### config.mk
export PLATFORM = sky130hd
export DESIGN_NAME = uart_tx_cfg_flat
export DESIGN_NICKNAME = d
export VERILOG_FILES = /design/src/rtl/uart_pkg.sv /design/src/rtl/uart_tx_cfg_if.sv /design/src/rtl/uart_baud_gen.sv /design/src/rtl/uart_tx_cfg.sv /design/src/flat_wrapper.sv
export SDC_FILE = /design/constraint.sdc
export NUM_CORES = 1
export LEC_CHECK = 0
export ABC_CLOCK_PERIOD_IN_PS = 2000
export CAP_MARGIN = 20
export CORE_ASPECT_RATIO = 0.9
export CORE_MARGIN = 5
export CORE_UTILIZATION = 40
export CTS_CLUSTER_SIZE = 24
export DETAILED_ROUTE_END_ITERATION = 8
export HOLD_SLACK_MARGIN = 0.15
export RECOVER_POWER = 25
export SLEW_MARGIN = 25
export SYNTH_ARGS = -nofsm -noshare
export SYNTH_HDL_FRONTEND = slang
export SYNTH_HIERARCHICAL = 1
export SYNTH_SLANG_ARGS = --single-unit
### constraint.sdc
create_clock -name clk -period 2 [get_ports clk]
set_clock_uncertainty 0.2 [all_clocks]
set_input_delay 0.4 -clock clk [delete_from_list [all_inputs] [get_ports clk]]
set_output_delay 0.4 -clock clk [all_outputs]
set_load 0.02 [all_outputs]
### src/rtl/uart_pkg.sv
// Shared UART definitions: FSM state encoding, parity-mode constants and
// the parity helper. The matching receiver imports this same package.
package uart_pkg;

    typedef enum logic [2:0] {
        ST_IDLE,
        ST_START,
        ST_DATA,
        ST_PARITY,
        ST_STOP
    } uart_state_t;

    localparam int PAR_NONE = 0;
    localparam int PAR_EVEN = 1;
    localparam int PAR_ODD  = 2;

    // Callers zero-extend narrower words to 9 bits. Extra zeros do not change the XOR.
    function automatic logic calc_parity(input logic [8:0] data, input int mode);
        return (^data) ^ (mode == PAR_ODD);
    endfunction

endpackage

### src/rtl/uart_tx_cfg_if.sv
// Host-side valid/ready word interface of the UART transmitter.
interface uart_tx_cfg_if #(
    parameter int DATA_BITS = 8
);
    logic                 tx_valid;
    logic [DATA_BITS-1:0] tx_data;
    logic                 tx_ready;

    modport master (output tx_valid, output tx_data, input tx_ready);
    modport slave  (input tx_valid, input tx_data, output tx_ready);
endinterface

### src/rtl/uart_baud_gen.sv
// Bit timer: counts 0..CLK_DIV-1 and flags the last cycle of every serial bit.
// A restart forces the count back to zero so a new frame starts on a full bit.
module uart_baud_gen #(
    parameter int CLK_DIV = 16
) (
    input  logic clk,
    input  logic rst,
    input  logic restart,
    output logic bit_done
);
    localparam int CNT_W = $clog2(CLK_DIV);
    localparam logic [CNT_W-1:0] LAST = CNT_W'(CLK_DIV - 1);

    logic [CNT_W-1:0] count;

    // Free-running bit counter, zeroed on reset, restart or end of bit
    always_ff @(posedge clk) begin
        if (rst || restart) begin
            count <= '0;
        end else if (count == LAST) begin
            count <= '0;
        end else begin
            count <= count + CNT_W'(1);
        end
    end

    assign bit_done = (count == LAST);
endmodule

### src/rtl/uart_tx_cfg.sv
// Parametrised UART transmitter: takes a word over valid/ready and sends
// start bit, data bits, optional parity and one or two stop bits on tx.
module uart_tx_cfg
    import uart_pkg::*;
#(
    parameter int CLK_DIV   = 16,
    parameter int DATA_BITS = 8,
    parameter int PARITY    = 0,
    parameter int STOP_BITS = 1,
    parameter int LSB_FIRST = 1
) (
    input  logic          clk,
    input  logic          rst,
    uart_tx_cfg_if.slave  host,
    output logic          tx,
    output logic          busy
);
    localparam int IDX_W = $clog2(DATA_BITS + 1);
    localparam logic [IDX_W-1:0] LAST_IDX = IDX_W'(DATA_BITS - 1);
    localparam logic LAST_STOP = (STOP_BITS == 2);

    if (CLK_DIV < 2) begin : g_bad_clk_div
        $error("uart_tx_cfg: CLK_DIV must be at least 2");
    end
    if (DATA_BITS < 5 || DATA_BITS > 9) begin : g_bad_data_bits
        $error("uart_tx_cfg: DATA_BITS must be in 5..9");
    end
    if (PARITY != PAR_NONE && PARITY != PAR_EVEN && PARITY != PAR_ODD) begin : g_bad_parity
        $error("uart_tx_cfg: PARITY must be 0, 1 or 2");
    end
    if (STOP_BITS != 1 && STOP_BITS != 2) begin : g_bad_stop_bits
        $error("uart_tx_cfg: STOP_BITS must be 1 or 2");
    end
    if (LSB_FIRST != 0 && LSB_FIRST != 1) begin : g_bad_lsb_first
        $error("uart_tx_cfg: LSB_FIRST must be 0 or 1");
    end

    uart_state_t          state, state_next;
    logic [DATA_BITS-1:0] shift, shift_next;
    logic [IDX_W-1:0]     bit_idx, bit_idx_next;
    logic                 stop_cnt, stop_cnt_next;
    logic                 par, par_next;
    logic                 tx_next, ready_next, busy_next;
    logic                 handshake;
    logic                 bit_done;

    assign handshake = (state == ST_IDLE) && host.tx_valid && host.tx_ready;

    uart_baud_gen #(
        .CLK_DIV (CLK_DIV)
    ) u_baud (
        .clk      (clk),
        .rst      (rst),
        .restart  (handshake),
        .bit_done (bit_done)
    );

    // State register; tx/ready/busy are registered copies of the next-cycle values
    always_ff @(posedge clk) begin
        if (rst) begin
            state         <= ST_IDLE;
            shift         <= '0;
            bit_idx       <= '0;
            stop_cnt      <= 1'b0;
            par           <= 1'b0;
            tx            <= 1'b1;
            host.tx_ready <= 1'b1;
            busy          <= 1'b0;
        end else begin
            state         <= state_next;
            shift         <= shift_next;
            bit_idx       <= bit_idx_next;
            stop_cnt      <= stop_cnt_next;
            par           <= par_next;
            tx            <= tx_next;
            host.tx_ready <= ready_next;
            busy          <= busy_next;
        end
    end

    // Next-state logic: advance one serial bit per bit_done, latch word and parity on handshake
    always_comb begin
        state_next    = state;
        shift_next    = shift;
        bit_idx_next  = bit_idx;
        stop_cnt_next = stop_cnt;
        par_next      = par;
        case (state)
            ST_IDLE: begin
                if (handshake) begin
                    state_next    = ST_START;
                    shift_next    = host.tx_data;
                    par_next      = calc_parity(9'(host.tx_data), PARITY);
                    bit_idx_next  = '0;
                    stop_cnt_next = 1'b0;
                end
            end
            ST_START: begin
                if (bit_done) begin
                    state_next = ST_DATA;
                end
            end
            ST_DATA: begin
                if (bit_done) begin
                    if (bit_idx == LAST_IDX) begin
                        bit_idx_next = '0;
                        state_next   = (PARITY != PAR_NONE) ? ST_PARITY : ST_STOP;
                    end else begin
                        bit_idx_next = bit_idx + IDX_W'(1);
                        shift_next   = (LSB_FIRST != 0) ? {1'b0, shift[DATA_BITS-1:1]}
                                                        : {shift[DATA_BITS-2:0], 1'b0};
                    end
                end
            end
            ST_PARITY: begin
                if (bit_done) begin
                    state_next = ST_STOP;
                end
            end
            ST_STOP: begin
                if (bit_done) begin
                    if (stop_cnt == LAST_STOP) begin
                        state_next    = ST_IDLE;
                        stop_cnt_next = 1'b0;
                    end else begin
                        stop_cnt_next = 1'b1;
                    end
                end
            end
            default: begin
                state_next = ST_IDLE;
            end
        endcase
    end

    // Output decode from the next state so the registered tx changes on the same edge as the state
    always_comb begin
        tx_next = 1'b1;
        case (state_next)
            ST_START:  tx_next = 1'b0;
            ST_DATA:   tx_next = (LSB_FIRST != 0) ? shift_next[0] : shift_next[DATA_BITS-1];
            ST_PARITY: tx_next = par_next;
            default:   tx_next = 1'b1;
        endcase
        ready_next = (state_next == ST_IDLE);
        busy_next  = (state_next != ST_IDLE);
    end
endmodule

### src/flat_wrapper.sv
// flat-port wrapper written by rule: the top's interface ports become plain ports
module uart_tx_cfg_flat import uart_pkg::*;
#(
    parameter int CLK_DIV   = 16,
    parameter int DATA_BITS = 8,
    parameter int PARITY    = 0,
    parameter int STOP_BITS = 1,
    parameter int LSB_FIRST = 1
)
  (clk, rst, tx, busy, host_tx_valid, host_tx_data, host_tx_ready);
  uart_tx_cfg_if #(.DATA_BITS(DATA_BITS)) host_i ();
  input  logic clk;
  input  logic rst;
  output logic tx;
  output logic busy;
  input wire logic [$bits(host_i.tx_valid)-1:0] host_tx_valid;
  input wire logic [$bits(host_i.tx_data)-1:0] host_tx_data;
  output wire logic [$bits(host_i.tx_ready)-1:0] host_tx_ready;
  assign host_i.tx_valid = host_tx_valid;
  assign host_i.tx_data = host_tx_data;
  assign host_tx_ready = host_i.tx_ready;
  uart_tx_cfg #(.CLK_DIV(CLK_DIV), .DATA_BITS(DATA_BITS), .PARITY(PARITY), .STOP_BITS(STOP_BITS), .LSB_FIRST(LSB_FIRST)) u_core (.clk(clk), .rst(rst), .host(host_i), .tx(tx), .busy(busy));
endmodule
==> results of run 1 <==
[cells in the mapped netlist (all sizes together)]
master	instances	share of area
dfxtp	23	0.43
nand2	15	0.053
nor2	14	0.052
a21oi	12	0.057
a22oi	8	0.061
xnor2	7	0.058
inv	5	0.018
o21ai	4	0.019
and2	3	0.021
and3	3	0.018
clkbuf	3	0.011
nor3	3	0.019
ha	2	0.024
nand3	2	0.0094
nand3b	2	0.014
xor2	2	0.017
a2111oi	1	0.0083
a211oi	1	0.0071
a221o	1	0.0094
and2b	1	0.0083
and3b	1	0.0083
and4bb	1	0.012
buf	1	0.011
mux2i	1	0.0094
nor4b	1	0.014
o21bai	1	0.0071
or3	1	0.0059
or4	1	0.0071
or4b	1	0.0094
[metrics by stage]
step | instances | TNS, ns
after detailed placement | 171 | -1.03
after CTS | 175 | 0
after global placement | 171 | -0.718
after floorplan | 121 | -0.0328
after global routing | 175 | -0.0990
final | 175 | 0
[power breakdown]
group | internal [mW] | switching, mW
clock | 0.0747 | 0.136
combinational | 0.102 | 0.0917
sequential | 0.489 | 0.0167
[repair_timing]
action / CTS / global route
gates resized for setup: 1 / 8
pin swaps: 0 / 2
hold buffers: 0 / 0
setup endpoints to repair: 1 / 2
buffers inserted: 0 / 0
[flip-flops by register name, summed over array words and instances (netlist names)]
register,cells
u_core/bit_idx,4
u_core/par,1
u_core/tx,1
u_core/state,3
u_core/shift,8
u_core/busy,1
u_core/u_baud/count,4
u_core/host.tx_ready,1
[cell families after synthesis]
family | after synthesis | share of synthesized area
buffers and inverters | 9 | 0.0389
DFF | 23 | 0.434
xor gates and xnor gates | 9 | 0.0743
and+or+nand+nor | 49 | 0.251
muxes | 1 | 0.00943
AOI/OAI and AO/OA | 28 | 0.169
adders and majority gates | 2 | 0.0236
[routing by layer]
metal,share of wire,global-route usage,up-vias
li1,-,-,475
met1,0.50,0.158,413
met2,0.46,0.197,8
met3,0.030,0.0420,2
met4,0.0081,0.0262,0
met5,0,0,-
[worst max-delay path: cells and delay by family (launching register included)]
| family | cells | cell delay, ns |
|---|---|---|
| simple gates | 4 | 0.70 |
| compound gates | 2 | 0.40 |
| flops | 1 | 0.36 |
| fa+ha+maj | 1 | 0.16 |
| buf+inv | 1 | 0.04 |
[final cells by class]
class,count,area (um^2)
clock inverters,1,5.00
well taps,28,35.0
fillers,253,1130
inverters,5,18.8
flip-flops and latches,23,463
repair buffers,26,224
clock buffers,3,22.5
multi-input cells,89,589
[worst max-delay path by stage]
stage                     cells after the start                               from                    to
after floorplan                               9  u_core/u_baud/count[0]$_SDFF_PP0_  u_core/tx$_SDFF_PP1_
after global placement                        6                    host_tx_data[7]  u_core/tx$_SDFF_PP1_
after global routing                          8  u_core/u_baud/count[1]$_SDFF_PP0_  u_core/tx$_SDFF_PP1_
after detailed placement                      6                    host_tx_data[7]  u_core/tx$_SDFF_PP1_
final                                         8  u_core/u_baud/count[1]$_SDFF_PP0_  u_core/tx$_SDFF_PP1_
after CTS                                     8  u_core/u_baud/count[1]$_SDFF_PP0_  u_core/tx$_SDFF_PP1_
==> results.yml, run 1 <==
clocking:
  ctsHtreeMaxLevel: 1
  cts.sinks: 23
  cts_root_buf: "clkbuf_4"
  cts_tree: "done"
  insertion_delay_ns: 0.31
  path_clk_slew_ns: 0.12
  cts_max_path_buffers: 2
  numCtsBuffers: 3
die:
  dieArea_um2: 3780
  dieWidth_um: 64.3
  rows: 17
  core_area_um2: 2490
  initial_core_util: 0.426
  io_pins: 14
  die_h_um: 58.9
sta:
  setup_violations: 0
  drv_slew: 0
  final-hold-violation-count: 0
  layout_worst_path_cycle_share: 0.987
  fmax_mhz: 506
  max_slew_margin: 0.693
  worst_pin_slew_ns: 0.459
  worst_slack_ns: 0.0254
  finalCriticalPeriod_ns: 1.97
  rsz0062_at_grt: "true"
  hold_ws_ns: 0.261
final_layout:
  final_nets: 161
  drive_above_1_share: 0.231
  diodes: 0
  design_area_um2: 1360
  mostFrequentLayoutCells: "21 x dfxtp_1, 13 x clkdlybuf4s50_1, 13 x nor2_1, 13 x nand2_1, 12 x buf_4"
  final_util: 0.546
  syn2layout_area_growth_pct: 27.9
  final_common_cell: "dfxtp_1"
worst_setup_path:
  crit_slowest_cell: "dfxtp_2"
  timing.rr.start: "u_core/u_baud/count[1]$_SDFF_PP0_"
  worstSetupStartpointType: "flip-flop"
  crit_chain: "ha_4, nand3_2, inv_2, and4bb_2, and2_4, a221o_1, nor4b_2, a211oi_1"
  end_kind: "flip-flop"
  ff2ff_setup_slack_ns: 0.03
  critPathMaxStageDelay_ns: 0.36
  worstReg2RegEnd: "u_core/tx$_SDFF_PP1_"
  path_max_fanout: 3
  r2r_cells: 8
  worstPathRequired_ns: 1.99
  criticalPathCategory: "reg -> reg"
  worstPathArrival_ns: 1.96
placed_design:
  dp_slack_ns: -0.216
  dp_hpwl_um: 1590
  gp_congestion: 0.721
  portBuffers: 13
  placed_area_um2: 1310
routing:
  drtIter0Drc: 55
  dr.pass1.iters: 4
  dr_total_vias: 898
  ant_nets: 0
  drc_errors: 0
  routedWlPerCell_um: 11.9
  viasPerCell: 5.13
  routed_wl_um: 2090
job:
  drv_cap: 0
grt:
  grt_pass1_wl_um: 3810
  grt_pass1_vias: 887
  grt-ovfl-total: 0
  grt_max_degree: 14
  antenna_found_initial: 0
  gr-usage-all-layers: 0.122
pwr:
  ir_worst_vdd_uv: 495
  pwr_density_cell_nw_per_um2: 671
  finalPower_uw: 910
  p_leak_nw: 0.527
yosys:
  syn_nets: 134
  yosys_warnings: 6
  yosysSeqAreaShare: 0.434
  yosysUniqueCellTypes: 34
  synth.cell_area_um2: 1060
  ys_ff_latch: 23
  syn_inst: 121
  synth.avg_cell_area_um2: 8.77
worst_hold_path:
  hold_path_depth: 2
  hold_path_startpoint: "u_core/shift[6]$_SDFFE_PP0P_"
  hold_end: "u_core/shift[6]$_SDFFE_PP0P_"
  hold_path.class: "reg -> reg"
status:
  outcome: "completed"
(Power assumes the default switching activity.)
==> run 2, diff against run 1 <==
--- a/config.mk
+++ b/config.mk
@@ -9,11 +9,14 @@
 export CAP_MARGIN = 20
 export CORE_ASPECT_RATIO = 0.9
 export CORE_MARGIN = 5
-export CORE_UTILIZATION = 40
+export CORE_UTILIZATION = 47
 export CTS_CLUSTER_SIZE = 24
 export DETAILED_ROUTE_END_ITERATION = 8
+export GPL_ROUTABILITY_DRIVEN = 0
 export HOLD_SLACK_MARGIN = 0.15
+export PLACE_DENSITY = 0.72
 export RECOVER_POWER = 25
+export REMOVE_ABC_BUFFERS = 1
 export SLEW_MARGIN = 25
 export SYNTH_ARGS = -nofsm -noshare
 export SYNTH_HDL_FRONTEND = slang
==> run 2 against run 1 <==
Effect of this change:
- the flow now finishes with violations (negative setup slack)
- power up 1.8%
- cell count up 4.6%
- wire length up 10%
- global-route usage up 3.3 points
- combinational power up 8%
- sequential cell count unchanged
- via count up 8.1%
- die area down 13%
- core utilization up 11 points
- critical path depth unchanged
- non-clock buffer count up 9
- critical endpoint unchanged
- largest cell class unchanged
==> results.yml, run 2 (synthesis results as in run 1) <==
status:
  outcome: "finished, violations left"
  violations: "negative setup slack"
grt:
  gr-usage-all-layers: 0.155
  antenna_found_initial: 0
  grt_pass1_wl_um: 3800
  grt_pass1_vias: 888
  grt_max_degree: 13
  grt-ovfl-total: 0
clocking:
  path_clk_slew_ns: 0.12
  ctsHtreeMaxLevel: 1
  cts_max_path_buffers: 2
  cts_tree: "done"
  cts.sinks: 23
  cts_hold_buf: 0
  insertion_delay_ns: 0.30
  numCtsBuffers: 3
  cts_root_buf: "clkbuf_4"
routing:
  routed_wl_um: 2310
  dr_total_vias: 971
  viasPerCell: 5.31
  ant_nets: 0
  dr.pass1.iters: 4
  routedWlPerCell_um: 12.6
  drc_errors: 0
  drtIter0Drc: 21
die:
  dieWidth_um: 60.1
  io_pins: 14
  core_area_um2: 2160
  rows: 16
  dieArea_um2: 3310
  initial_core_util: 0.491
  die_h_um: 55.1
final_layout:
  final_nets: 170
  diodes: 0
  final_util: 0.658
  syn2layout_area_growth_pct: 34.1
  design_area_um2: 1420
  drive_above_1_share: 0.250
  final_common_cell: "buf_4"
  largest_register_ffs: 8
  mostFrequentLayoutCells: "22 x buf_4, 21 x dfxtp_1, 15 x nand2_1"
  reg_top3: "u_core/shift x8, u_core/bit_idx x4, u_core/u_baud/count x4"
  regMostFlops: "u_core/shift"
sta:
  worst_slack_ns: -0.0414
  final-hold-violation-count: 0
  hold_ws_ns: 0.261
  finalCriticalPeriod_ns: 2.04
  rsz0062_at_grt: "true"
  layout_worst_path_cycle_share: 1.02
  worst_pin_slew_ns: 0.444
  drv_slew: 0
  fmax_mhz: 490
  setup_violations: 1
  max_slew_margin: 0.703
worst_setup_path:
  criticalPathCategory: "reg -> reg"
  worstSetupStartpointType: "flip-flop"
  path_max_fanout: 3
  critPathMaxStageDelay_ns: 0.37
  end_kind: "flip-flop"
  worstPathArrival_ns: 2.03
  crit_slowest_cell: "a221o_1"
  crit_chain: "ha_4, nand3_4, inv_2, and4bb_2, and2_4, a221o_1, nor4b_2, a211oi_1"
  worstPathRequired_ns: 1.98
pwr:
  pwr_density_cell_nw_per_um2: 652
  ir_worst_vdd_uv: 658
  p_leak_nw: 0.572
placed_design:
  placed_area_um2: 1330
  dp_slack_ns: -0.218
  dp_hpwl_um: 1580
  portBuffers: 13
worst_hold_path:
  hold_path.class: "reg -> reg"
job:
  drv_cap: 0
run 2: cell count changes in the layout (fill, tap and decap cells not counted), sizes merged:
cell | before | now
buf | 12 | 22
clkinv | 1 | 0
run 2: report_power, final:
part | total [mW] | leakage, nW | internal, mW | switching, mW
logic | 0.210 | 0.368 | 0.113 | 0.0967
clock network | 0.210 | 0.0150 | 0.0778 | 0.132
registers | 0.507 | 0.189 | 0.489 | 0.0184
run 2: what timing repair did:
action                     CTS  global route
resized for setup            6             3
pin swaps                    4             5
setup endpoints to repair    3             4
buffers inserted             2             3
run 2: layout make-up:
type / count / area [um^2]
Multi-Input combinational cell: 89 / 586
Fill cell: 181 / 739
Timing Repair Buffer: 35 / 295
Clock buffer: 4 / 26.3
Inverter: 5 / 18.8
Tap cell: 27 / 33.8
Sequential cell: 23 / 463
run 2: final timing paths:
check | start | to | slack (ns) | cells after the start
setup reg to reg | u_core/u_baud/count[0]$_SDFF_PP0_ | u_core/tx$_SDFF_PP1_ | -0.04 | 8
hold reg to reg | u_core/shift[6]$_SDFFE_PP0P_ | u_core/shift[6]$_SDFFE_PP0P_ | 0.26 | 2
setup / recovery | u_core/u_baud/count[0]$_SDFF_PP0_ | u_core/tx$_SDFF_PP1_ | -0.04 | 8
hold / removal | u_core/shift[6]$_SDFFE_PP0P_ | u_core/shift[6]$_SDFFE_PP0P_ | 0.26 | 2
run 2: critical path: cells and delay by family, from the launching register on:
kind / cells / cell delay [ns]
compound gates: 2 / 0.44
fa+ha+maj: 1 / 0.17
flops: 1 / 0.36
simple gates: 4 / 0.72
buf+inv: 1 / 0.04
run 2: metal layers:
layer	GRT usage	up-vias	routed length (um)
met5	0	-	0
met4	0.0480	0	7
met3	0.0487	2	140
met2	0.257	28	1100
met1	0.193	450	1060
li1	-	491	-
run 2: per-stage QoR:
stage / setup TNS (ns) / total power, mW / cells
final: -0.0414 / 0.927 / 183
after CTS: -0.0112 / 0.924 / 180
after global placement: -0.450 / 0.709 / 174
after detailed placement: -0.816 / 0.712 / 174
after global routing: -0.190 / 0.982 / 183
after floorplan: -0.0616 / 0.616 / 117
==> run 3, diff against run 2 <==
--- a/config.mk
+++ b/config.mk
@@ -17,6 +17,7 @@
 export PLACE_DENSITY = 0.72
 export RECOVER_POWER = 25
 export REMOVE_ABC_BUFFERS = 1
+export SKIP_LAST_GASP = 1
 export SLEW_MARGIN = 25
 export SYNTH_ARGS = -nofsm -noshare
 export SYNTH_HDL_FRONTEND = slang
==> results of run 3 <==
No change in the layout: final DEF, timing and power equal those of run 2.
